[src/rtl/cam_capture_if.sv]
// Memory-side write handshake between cam_capture and the SDRAM interface.
// The capture stage is the master: it presents address/data and the
// begin/end write strobes, and the memory interface answers with MEMIORDY.
interface cam_capture_if #(
    parameter int ADDR_W = 21
);
    logic [ADDR_W-1:0] CMEMADDR;
    logic [15:0]       CMEMDOUT;
    logic              CMEMnWE_asrt;
    logic              CMEMnWE_deas;
    logic              MEMIORDY;

    modport master (
        output CMEMADDR, CMEMDOUT, CMEMnWE_asrt, CMEMnWE_deas,
        input  MEMIORDY
    );

    modport slave (
        input  CMEMADDR, CMEMDOUT, CMEMnWE_asrt, CMEMnWE_deas,
        output MEMIORDY
    );
endinterface

[src/rtl/cam_capture.sv]
// cam_capture: samples an 8-bit parallel camera bus, packs byte pairs into
// RGB565 words, buffers them in a small FIFO and writes one frame per START
// into SDRAM through the cam_capture_if handshake.
// Optional macro CAM_CAPTURE_TESTPAT_EN adds a CAPT_TESTPAT input that
// replaces pixel data with {address[9:0], pixel-in-line[5:0]}.
// Each FIFO entry carries its own word address, so words dropped on overflow
// still consume an address and the image geometry stays intact.
module cam_capture #(
    parameter int HACT       = 640,
    parameter int VACT       = 480,
    parameter int FIFO_DEPTH = 16,
    parameter int ADDR_W     = 21
) (
    input  logic       CLK,
    input  logic       RST,
    input  logic       CAM_PCLK,
    input  logic       CAM_VSYNC,
    input  logic       CAM_HREF,
    input  logic [7:0] CAM_D,
    input  logic       CAPT_EN,
    input  logic       START,
`ifdef CAM_CAPTURE_TESTPAT_EN
    input  logic       CAPT_TESTPAT,
`endif
    cam_capture_if.master mem,
    output logic       BUSY,
    output logic       DONE,
    output logic       OVF
);
    localparam int TOTAL = HACT * VACT;
    localparam int CNT_W = $clog2(TOTAL + 1);
    localparam int PTR_W = $clog2(FIFO_DEPTH);
    localparam int ENT_W = ADDR_W + 16;

    typedef enum logic [2:0] {F_IDLE, F_ARM, F_CAPT, F_FLUSH, F_DONE} frame_state_t;
    typedef enum logic [1:0] {W_IDLE, W_ASRT, W_WAIT, W_DEAS} wr_state_t;

    frame_state_t f_state_q, f_state_d;
    wr_state_t    w_state_q, w_state_d;

    // Synchroniser lanes: bit 2 = PCLK, bit 1 = VSYNC, bit 0 = HREF
    logic [2:0] s1_q, s2_q, hist_q;
    logic [7:0] d1_q, d2_q;

    logic       phase_q;
    logic [7:0] hi_q;
    logic [CNT_W-1:0]  pix_cnt_q;
    logic [ADDR_W-1:0] push_addr_q;
    logic       done_q, ovf_q;

    logic [ENT_W-1:0] fifo_mem [FIFO_DEPTH];
    logic [PTR_W:0]   wr_ptr_q, rd_ptr_q;
    logic [ADDR_W-1:0] cmem_addr_q;
    logic [15:0]       cmem_dout_q;

    logic frame_clear, push_en, push_ok, pop_en, fifo_empty, fifo_full;
    logic [15:0] push_data;

    wire pclk_rise = s2_q[2] & ~hist_q[2];
    wire vs_rise   = s2_q[1] & ~hist_q[1];
    wire vs_fall   = ~s2_q[1] & hist_q[1];
    wire href_sync = s2_q[0];
    wire href_fall = ~s2_q[0] & hist_q[0];
    wire last_pix  = (pix_cnt_q == CNT_W'(TOTAL - 1));

    // Two-flop synchronisers plus history flop; data delayed to line up with PCLK
    always_ff @(posedge CLK) begin
        if (RST) begin
            s1_q   <= '0;
            s2_q   <= '0;
            hist_q <= '0;
            d1_q   <= '0;
            d2_q   <= '0;
        end else begin
            s1_q   <= {CAM_PCLK, CAM_VSYNC, CAM_HREF};
            s2_q   <= s1_q;
            hist_q <= s2_q;
            d1_q   <= CAM_D;
            d2_q   <= d1_q;
        end
    end

    // Frame FSM state register
    always_ff @(posedge CLK) begin
        if (RST) f_state_q <= F_IDLE;
        else     f_state_q <= f_state_d;
    end

    // Frame FSM next state; dropping CAPT_EN aborts from any state
    always_comb begin
        f_state_d   = f_state_q;
        frame_clear = 1'b0;
        push_en     = 1'b0;
        if (!CAPT_EN) begin
            f_state_d = F_IDLE;
        end else begin
            case (f_state_q)
                F_IDLE:  if (START) begin
                             f_state_d   = F_ARM;
                             frame_clear = 1'b1;
                         end
                F_ARM:   if (vs_fall) f_state_d = F_CAPT;
                F_CAPT:  begin
                             push_en = pclk_rise & href_sync & phase_q;
                             if (vs_rise || (push_en && last_pix)) f_state_d = F_FLUSH;
                         end
                F_FLUSH: if (fifo_empty && (w_state_q == W_IDLE)) f_state_d = F_DONE;
                F_DONE:  f_state_d = F_IDLE;
                default: f_state_d = F_IDLE;
            endcase
        end
    end

    // Byte pairing, pixel/address counters and sticky status flags
    always_ff @(posedge CLK) begin
        if (RST) begin
            phase_q     <= 1'b0;
            hi_q        <= '0;
            pix_cnt_q   <= '0;
            push_addr_q <= '0;
            done_q      <= 1'b0;
            ovf_q       <= 1'b0;
        end else begin
            if (frame_clear) begin
                phase_q     <= 1'b0;
                pix_cnt_q   <= '0;
                push_addr_q <= '0;
                done_q      <= 1'b0;
                ovf_q       <= 1'b0;
            end else if (f_state_q == F_CAPT && CAPT_EN) begin
                if (href_fall) begin
                    phase_q <= 1'b0;            // dangling odd byte is discarded
                end else if (pclk_rise && href_sync) begin
                    phase_q <= ~phase_q;
                    if (!phase_q) hi_q <= d2_q;
                end
            end
            if (push_en) begin
                pix_cnt_q   <= pix_cnt_q + CNT_W'(1);
                push_addr_q <= push_addr_q + ADDR_W'(1);
            end
            if (push_en && fifo_full && !pop_en) ovf_q <= 1'b1;
            if (f_state_q == F_DONE) done_q <= 1'b1;
        end
    end

`ifdef CAM_CAPTURE_TESTPAT_EN
    logic [5:0] line_pix_q;

    // Word position within the current line, for the test pattern
    always_ff @(posedge CLK) begin
        if (RST || frame_clear || href_fall) line_pix_q <= '0;
        else if (push_en)                    line_pix_q <= line_pix_q + 6'd1;
    end

    assign push_data = CAPT_TESTPAT ? {push_addr_q[9:0], line_pix_q} : {hi_q, d2_q};
`else
    assign push_data = {hi_q, d2_q};
`endif

    assign fifo_empty = (wr_ptr_q == rd_ptr_q);
    assign fifo_full  = (wr_ptr_q[PTR_W] != rd_ptr_q[PTR_W]) &&
                        (wr_ptr_q[PTR_W-1:0] == rd_ptr_q[PTR_W-1:0]);
    assign pop_en     = (w_state_q == W_IDLE) && !fifo_empty && CAPT_EN;
    assign push_ok    = push_en && (!fifo_full || pop_en);

    // FIFO pointers; CAPT_EN low discards any buffered words
    always_ff @(posedge CLK) begin
        if (RST || !CAPT_EN) begin
            wr_ptr_q <= '0;
            rd_ptr_q <= '0;
        end else begin
            if (push_ok) wr_ptr_q <= wr_ptr_q + (PTR_W+1)'(1);
            if (pop_en)  rd_ptr_q <= rd_ptr_q + (PTR_W+1)'(1);
        end
    end

    // FIFO storage: address travels with its data word
    always_ff @(posedge CLK) begin
        if (push_ok) fifo_mem[wr_ptr_q[PTR_W-1:0]] <= {push_addr_q, push_data};
    end

    // Writer FSM state register
    always_ff @(posedge CLK) begin
        if (RST) w_state_q <= W_IDLE;
        else     w_state_q <= w_state_d;
    end

    // Writer FSM next state: one outstanding write at a time
    always_comb begin
        w_state_d = w_state_q;
        case (w_state_q)
            W_IDLE:  if (pop_en) w_state_d = W_ASRT;
            W_ASRT:  w_state_d = W_WAIT;
            W_WAIT:  if (mem.MEMIORDY) w_state_d = W_DEAS;
            W_DEAS:  w_state_d = W_IDLE;
            default: w_state_d = W_IDLE;
        endcase
    end

    // Registered FIFO read straight into the write address/data outputs
    always_ff @(posedge CLK) begin
        if (RST) begin
            cmem_addr_q <= '0;
            cmem_dout_q <= '0;
        end else if (pop_en) begin
            {cmem_addr_q, cmem_dout_q} <= fifo_mem[rd_ptr_q[PTR_W-1:0]];
        end
    end

    assign mem.CMEMADDR     = cmem_addr_q;
    assign mem.CMEMDOUT     = cmem_dout_q;
    assign mem.CMEMnWE_asrt = (w_state_q == W_ASRT);
    assign mem.CMEMnWE_deas = (w_state_q == W_DEAS);

    assign BUSY = (f_state_q == F_ARM) || (f_state_q == F_CAPT) || (f_state_q == F_FLUSH);
    assign DONE = done_q;
    assign OVF  = ovf_q;
endmodule

[src/flat_wrapper.sv]
// flat-port wrapper written by rule: the top's interface ports become plain ports
module cam_capture_flat 
#(
    parameter int HACT       = 640,
    parameter int VACT       = 480,
    parameter int FIFO_DEPTH = 16,
    parameter int ADDR_W     = 21
)
  (CLK, RST, CAM_PCLK, CAM_VSYNC, CAM_HREF, CAM_D, CAPT_EN, START, BUSY, DONE, OVF, mem_CMEMADDR, mem_CMEMDOUT, mem_CMEMnWE_asrt, mem_CMEMnWE_deas, mem_MEMIORDY);
  cam_capture_if #(.ADDR_W(ADDR_W)) mem_i ();
  input  logic CLK;
  input  logic RST;
  input  logic CAM_PCLK;
  input  logic CAM_VSYNC;
  input  logic CAM_HREF;
  input  logic [7:0] CAM_D;
  input  logic CAPT_EN;
  input  logic START;
  output logic BUSY;
  output logic DONE;
  output logic OVF;
  output wire logic [$bits(mem_i.CMEMADDR)-1:0] mem_CMEMADDR;
  output wire logic [$bits(mem_i.CMEMDOUT)-1:0] mem_CMEMDOUT;
  output wire logic [$bits(mem_i.CMEMnWE_asrt)-1:0] mem_CMEMnWE_asrt;
  output wire logic [$bits(mem_i.CMEMnWE_deas)-1:0] mem_CMEMnWE_deas;
  input wire logic [$bits(mem_i.MEMIORDY)-1:0] mem_MEMIORDY;
  assign mem_CMEMADDR = mem_i.CMEMADDR;
  assign mem_CMEMDOUT = mem_i.CMEMDOUT;
  assign mem_CMEMnWE_asrt = mem_i.CMEMnWE_asrt;
  assign mem_CMEMnWE_deas = mem_i.CMEMnWE_deas;
  assign mem_i.MEMIORDY = mem_MEMIORDY;
  cam_capture #(.HACT(HACT), .VACT(VACT), .FIFO_DEPTH(FIFO_DEPTH), .ADDR_W(ADDR_W)) u_core (.CLK(CLK), .RST(RST), .CAM_PCLK(CAM_PCLK), .CAM_VSYNC(CAM_VSYNC), .CAM_HREF(CAM_HREF), .CAM_D(CAM_D), .CAPT_EN(CAPT_EN), .START(START), .mem(mem_i), .BUSY(BUSY), .DONE(DONE), .OVF(OVF));
endmodule
[config.mk]
export PLATFORM = sky130hd
export DESIGN_NAME = cam_capture_flat
export DESIGN_NICKNAME = d
export VERILOG_FILES = /design/src/rtl/cam_capture_if.sv /design/src/rtl/cam_capture.sv /design/src/flat_wrapper.sv
export SDC_FILE = /design/constraint.sdc
export NUM_CORES = 1
export LEC_CHECK = 0
export CORE_MARGIN = 2
export CORE_UTILIZATION = 65
export DETAILED_ROUTE_END_ITERATION = 10
export PLACE_DENSITY_LB_ADDON = 0.12
export SLEW_MARGIN = 0
export SYNTH_ARGS = -nofsm -noshare
export SYNTH_HDL_FRONTEND = slang
export SYNTH_SLANG_ARGS = --single-unit
[constraint.sdc]
create_clock -name CLK -period 7.55 [get_ports CLK]
set_input_delay 1.1325 -clock CLK [delete_from_list [all_inputs] [get_ports CLK]]
set_output_delay 1.1325 -clock CLK [all_outputs]
set_load 0.05 [all_outputs]
Word level (Yosys, flattened, before mapping)
Memory sizes are Yosys's and may differ from the RTL's. A register that Yosys moved wholly into a read port is not among the register bits.
Index checks and enable logic that the tools add are counted.
{"block": "word_totals", "regBits": 91, "latchBits": 0, "mem_bits_rw": 592, "mem_bits_ro": 0, "input_bits": 16, "output_inout_bits": 42, "wordCells": 106, "memories": 1}
{"memory": "u_core.fifo_mem", "words": 16, "word_bits": 37, "rd": 1, "rd_ports_with_merged_regs": 1, "wr": 1, "line_no": "cam_capture.sv:51", "source": "logic [ENT_W-1:0] fifo_mem [FIFO_DEPTH];"}
{"block": "op_classes", "add_sub_neg": 4, "n_mul": 0, "n_div": 0, "order_cmp": 0, "n_eq_ne": 17, "n_shift": 0, "muxes": 24, "n_bitwise": 14, "n_reduce_logical": 31}
{"op": "21-bit two-way mux", "n": 2}
{"op": "19-bit two-way mux", "n": 2}
{"op": "21-bit by 1-bit adder with 21-bit output, second input constant", "n": 1}
{"op": "19-bit by 1-bit adder with 19-bit output, second input constant", "n": 1}
{"op": "19-bit equality test, second input constant", "n": 1}
{"op": "1-bit two-way mux", "n": 12}
{"op": "3-bit two-way mux", "n": 4}
{"op": "3-bit one-hot mux with 4 select lines", "n": 1}
{"op": "5-bit by 1-bit adder with 5-bit output, second input constant", "n": 2}
{"op": "1-bit logical AND", "n": 10}
{"op": "2-bit by 1-bit != test with 1-bit output, second input constant", "n": 4}
{"op": "1-bit NOT", "n": 8}
{"op": "2-bit one-hot mux with 4 select lines", "n": 1}
{"op": "2-bit nonzero test", "n": 4}
{"op": "1-bit AND", "n": 6}
{"op": "3-bit by 2-bit equality test with 1-bit output, second input constant", "n": 2}
{"op": "5-bit equality test", "n": 1}
{"op": "1-bit logical OR", "n": 5}
{"op": "5-bit AND reduction", "n": 1}
{"op": "2-bit equality test, second input constant", "n": 2}
{"op": "4-bit equality test", "n": 1}
{"op": "1-bit logical NOT", "n": 4}
{"op": "2-bit two-way mux", "n": 2}
{"op": "2-bit != test, second input constant", "n": 2}
{"op": "9 further kinds", "n": 11}

Depth between registers and ports, before layout
{"block": "logic_depth", "word_depth": 9, "ltp_mapped": 8, "mapped_depth_nobuf": 7}

Worst setup path after synthesis
Ideal clock, no wire load.
{"block": "synth_timing", "path_kind": "input-to-reg", "startpoint": "input CAPT_EN", "endpoint": "memory u_core.fifo_mem[3][0] (netlist bit) (enable)", "setup_time_ns": 0.477, "arrival_ns": 4.272, "t_required_ns": 7.073, "path_slack_ns": 2.801, "cell_stages": 4, "path_buffers": 0, "cell_sequence": "nand4bb_1 -> nor2_1 -> o311ai_0 -> nor3_1"}
{"block": "synth_via", "elab_chain_len": 5, "word_cells_on_any_way": 6, "classes_between": "3 x mux; 3 x reduce/logical"}
{"element": "start: declaration", "line_no": "flat_wrapper.sv:17", "source": "input logic CAPT_EN;"}
{"element": "1-bit logical AND", "line_no": "cam_capture.sv:164", "source": "assign pop_en = (w_state_q == W_IDLE) && !fifo_empty && CAPT_EN;"}
{"element": "1-bit logical OR", "line_no": "cam_capture.sv:165", "source": "assign push_ok = push_en && (!fifo_full || pop_en);"}
{"element": "1-bit logical AND *", "line_no": "cam_capture.sv:165"}
{"element": "1-bit two-way mux *", "line_no": "cam_capture.sv:180", "source": "if (push_ok) fifo_mem[wr_ptr_q[PTR_W-1:0]] <= {push_addr_q, push_data};"}
{"element": "1-bit two-way mux (implied by the code) *", "line_no": "cam_capture.sv:180"}
{"element": "end: declaration", "line_no": "cam_capture.sv:51"}
Every way passes the cells marked *; elsewhere a longest branch is shown, timed or not.

Worst setup path in the final report
{"block": "layout_timing", "startpoint": "input CAPT_EN", "endpoint": "memory u_core.fifo_mem[12][18] (netlist bit) (enable)"}
Same word-level chain as after synthesis.

==> summary.md <==
| Metric | Value |
|---|---|
| Run status | `finished clean` |
| Most frequent cell after synthesis | `edfxtp_1` |
| Seq cells post-synth | `720` |
| Synth warnings | `0` |
| Initial Util | `65.5%` |
| Synthesized area per cell | `about 19 sq um` |
| Root Driver | `clkbuf_16` |
| Post-cts repair resize count | `0` |
| Endpoint class of the critical path | `register` |
| Synthesis-to-layout area growth | `12.1%` |
| Register Area | `roughly 20000 sq um` |
| Fin. max-slew vios | `0` |
| Height of the die | `209 um` |
| Global-route wire length before repair | `86900 um` |
| Final Cell Area | `30600 sq um` |
| Port bufs | `57` |
| Antenna-violating nets left | `0` |
| Synth top cells by count | `592 x edfxtp_1, 148 x mux4_2, 128 x dfxtp_1` |
| Simple-gate share of the synthesized area | `4.35%` |
| Synth top area cells | `edfxtp_1 65%, mux4_2 12%, dfxtp_1 9.4%` |
| Worst path slowest cell | `a21oi_1` |
| Net count, final | `1539` |
| Vias in the first global route | `around 14000` |
| Post-synthesis cell area | `between 20000 and 30000 sq um` |
| CP Max Fanout | `22` |
| Finish-stage setup viols | `0` |
| Power density cells | `248 nW/um^2` |
| Compound-cell area share of the yosys netlist | `under 10%` |
| Post-CTS setup buffer count | `0` |
| # Max-Cap Violations | `0` |
| Drt via density | `6.58` |
| First-pass DRT Iterations | `5` |
| Total Wirelength | `57000 um` |
| Post-Synthesis Cells | `1443` |
| Sink Count | `720` |
| Fillcell total | `2406` |
| GR Overflow Total | `0` |
| Period utilisation layout | `55.3%` |
| Worst-Margin Slew | `1.19 ns` |
| Initial antenna violation count | `1` |
| Syn Nets | `1471` |
| Hold Buf Count CTS | `0` |
| Initial drt markers | `1465` |
| Largest area contributor in the netlist | `edfxtp_1` |
| Clock tree buffer depth | `3` |
| All-Layer GR Usage | `27.0%` |
| RSZ-0062 raised after global routing | `false` |
| XOR/XNOR share of the synthesized area | `less than 1%` |
| Top_reg_cell synth | `edfxtp_1` |
| Adder-cell share of the synthesized area | `0.549%` |
| HP Class | `register to register` |
| Worst path bufs/invs | `2` |
| Core area | `41800 sq um` |
| Rows | `75` |
| Worst clock skew | `between 0.02 and 0.025 ns` |
| Final worst slack | `3.37 ns` |
| LEAKAGE | `9.74 nW` |
| Pre-CTS setup slack | `2.81 ns` |
| Critical Path, Cell by Cell | `clkdlybuf4s50_1 > and4bb_2 > nand2_1 > a21oi_1 > and3_2 > buf_4` |
| Async set-reset flop share out of synthesis | `0%` |
| Max_slew headroom | `20.9%` |
| TritonCTS Buffers | `70` |
| Detailed-placement wirelength estimate | `30400 um` |
| Share of post-route cells with drive strength above 1 | `about a fifth` |
| H-tree depth | `3` |
| CTS tree | `yes` |
| Die extent in x | `~210 um` |
| Worst Setup Start Kind | `primary input` |
| Unique masters post-synth | `54` |
| Post-synthesis mux area share | `14.2%` |
| Synth top area share | `65.0%` |
| Setup TNS | `0 ns` |
| Post-synth EDFFs | `592` |
| Placed cell areas | `28500 sq um` |
| Worst stage delay on the critical path | `~0.79 ns` |
| Post-route DRC | `0` |
| Worst vdd ir | `around 0.19 mV` |
| Worst-path clk slew | `0.06 ns` |
| Vias | `13800` |
| Crit Path Class | `primary input to register` |
| IO Pins | `a little under 60` |
| Final Hold Vio Count | `0` |
| RD Place Congestion | `approximately 0.80` |
| Combinational family with the most area after synthesis | `multiplexers` |
| Ant. Diodes | `0` |
| WL/cell | `27.1 um` |
| Final Critical Period | `4.18 ns` |
| Sequential area share after synthesis | `74.4%` |
| Largest net degree at the start of global routing | `about 100` |
| Multi-input gate area | `6690 sq um` |
| Largest delay share family, worst path | `simple AND/OR/NAND/NOR gates` |
| Crit path DAT | `4.39 ns` |
| CP required | `7.76 ns` |
| Die area | `43700 sq um` |
| Worst skew pair latency | `just under 0.6 ns` |
| Max Clock Freq | `239 MHz` |
logic make-up (layout without fill, tap and decap cells):
group / count (synthesis) / count (layout)
flops: 720 / 720
simple gates: 220 / 220
mux: 203 / 203
compound gates: 176 / 176
buf+inv: 90 / 211
xor+xnor: 22 / 22
fa+ha+maj: 12 / 12
registers in the layout, summed over array words and instances (netlist names):
name	cells
u_core.s1_q	3
u_core.f_state_q	3
u_core.d2_q	8
u_core.fifo_mem	592
u_core.push_addr_q	21
u_core.DONE	1
u_core.wr_ptr_q	5
u_core.d1_q	8
u_core.mem.CMEMDOUT	16
u_core.OVF	1
u_core.w_state_q	2
u_core.pix_cnt_q	19
u_core.hist_q	3
u_core.mem.CMEMADDR	21
u_core.phase_q	1
u_core.s2_q	3
u_core.rd_ptr_q	5
u_core.hi_q	8
per-stage QoR:
step / util (%) / std cells / hold slack, ns / total power [W]
4_1_cts: 73.4 / 2103 / 0.438 / 0.00765
5_1_grt: 73.4 / 2103 / 0.454 / 0.00779
2_1_floorplan: - / 1443 / 0.414 / 0.00436
3_5_place_dp: 68.2 / 1978 / 0.424 / 0.00439
6_report: 73.4 / 2103 / 0.438 / 0.00761
3_3_place_gp: 68.2 / 1978 / 0.419 / 0.00438
power breakdown:
| part | total, W | internal (W) | leakage, nW | switching [W] |
|---|---|---|---|---|
| logic | 0.0000413 | 0.0000149 | 1.97 | 0.0000264 |
| registers | 0.00426 | 0.00425 | 6.71 | 0.0000109 |
| clock network | 0.00331 | 0.00189 | 1.05 | 0.00142 |
| total | 0.00761 | 0.00615 | 9.74 | 0.00146 |
layout make-up:
cell class              instances  share of cell area, %
clock buffers                  92                   6.36
clock inverters                33                  0.715
well taps                     539                   2.20
flip-flops and latches        720                   66.4
repair buffers                 77                   2.38
multi-input cells             633                   21.8
inverters                       9                  0.110
cells in the final DEF, fill, tap and decap left out, types with 10 or more instances in the layout:
cell | Yosys | final
xnor2_1 | 12 | 12
clkbuf_1 | 40 | 15
dfxtp_1 | 128 | 124
clkinv_1 | 0 | 14
clkinv_2 | 0 | 11
clkbuf_16 | 0 | 74
a22oi_1 | 38 | 38
xor2_1 | 10 | 10
nor2_1 | 63 | 60
buf_4 | 1 | 19
a21oi_1 | 20 | 20
and3_2 | 0 | 13
a22o_1 | 37 | 37
nand3_1 | 21 | 21
edfxtp_1 | 592 | 592
nor2b_1 | 32 | 31
mux4_2 | 148 | 148
mux2i_1 | 51 | 51
clkdlybuf4s50_1 | 0 | 56
o21ai_0 | 48 | 48
ha_1 | 12 | 12
nand2_1 | 26 | 26
o211ai_1 | 10 | 10
nand4_1 | 12 | 12
final timing paths:
kind,start,to,slack [ns],cells after the start
worst min register to register,u_core.d1_q[3]$_SDFF_PP0_,u_core.d2_q[3]$_SDFF_PP0_,0.44,1
worst max-delay path,CAPT_EN,u_core.fifo_mem[12][18]$_DFFE_PP_,3.37,6
worst max register to register,u_core.rd_ptr_q[0]$_SDFFE_PP0P_,u_core.fifo_mem[12][18]$_DFFE_PP_,3.77,5
worst min-delay path,u_core.d1_q[3]$_SDFF_PP0_,u_core.d2_q[3]$_SDFF_PP0_,0.44,1
worst reg2reg max path: stages, from the launching register on:
cell and delay, ns:
dfxtp_4 0.98, xnor2_1 0.20, and4_1 0.27, a21oi_1 0.71, and3_2 0.74, buf_4 0.50
metal layers:
layer,GRT usage (%),vias up,routed length [um]
met5,0,-,0
met4,7.32,0,1180
met3,4.28,93,3830
met2,44.1,539,28400
met1,38.9,7211,23600
li1,-,5995,-
No activity file was read; power rests on OpenSTA's default activity.
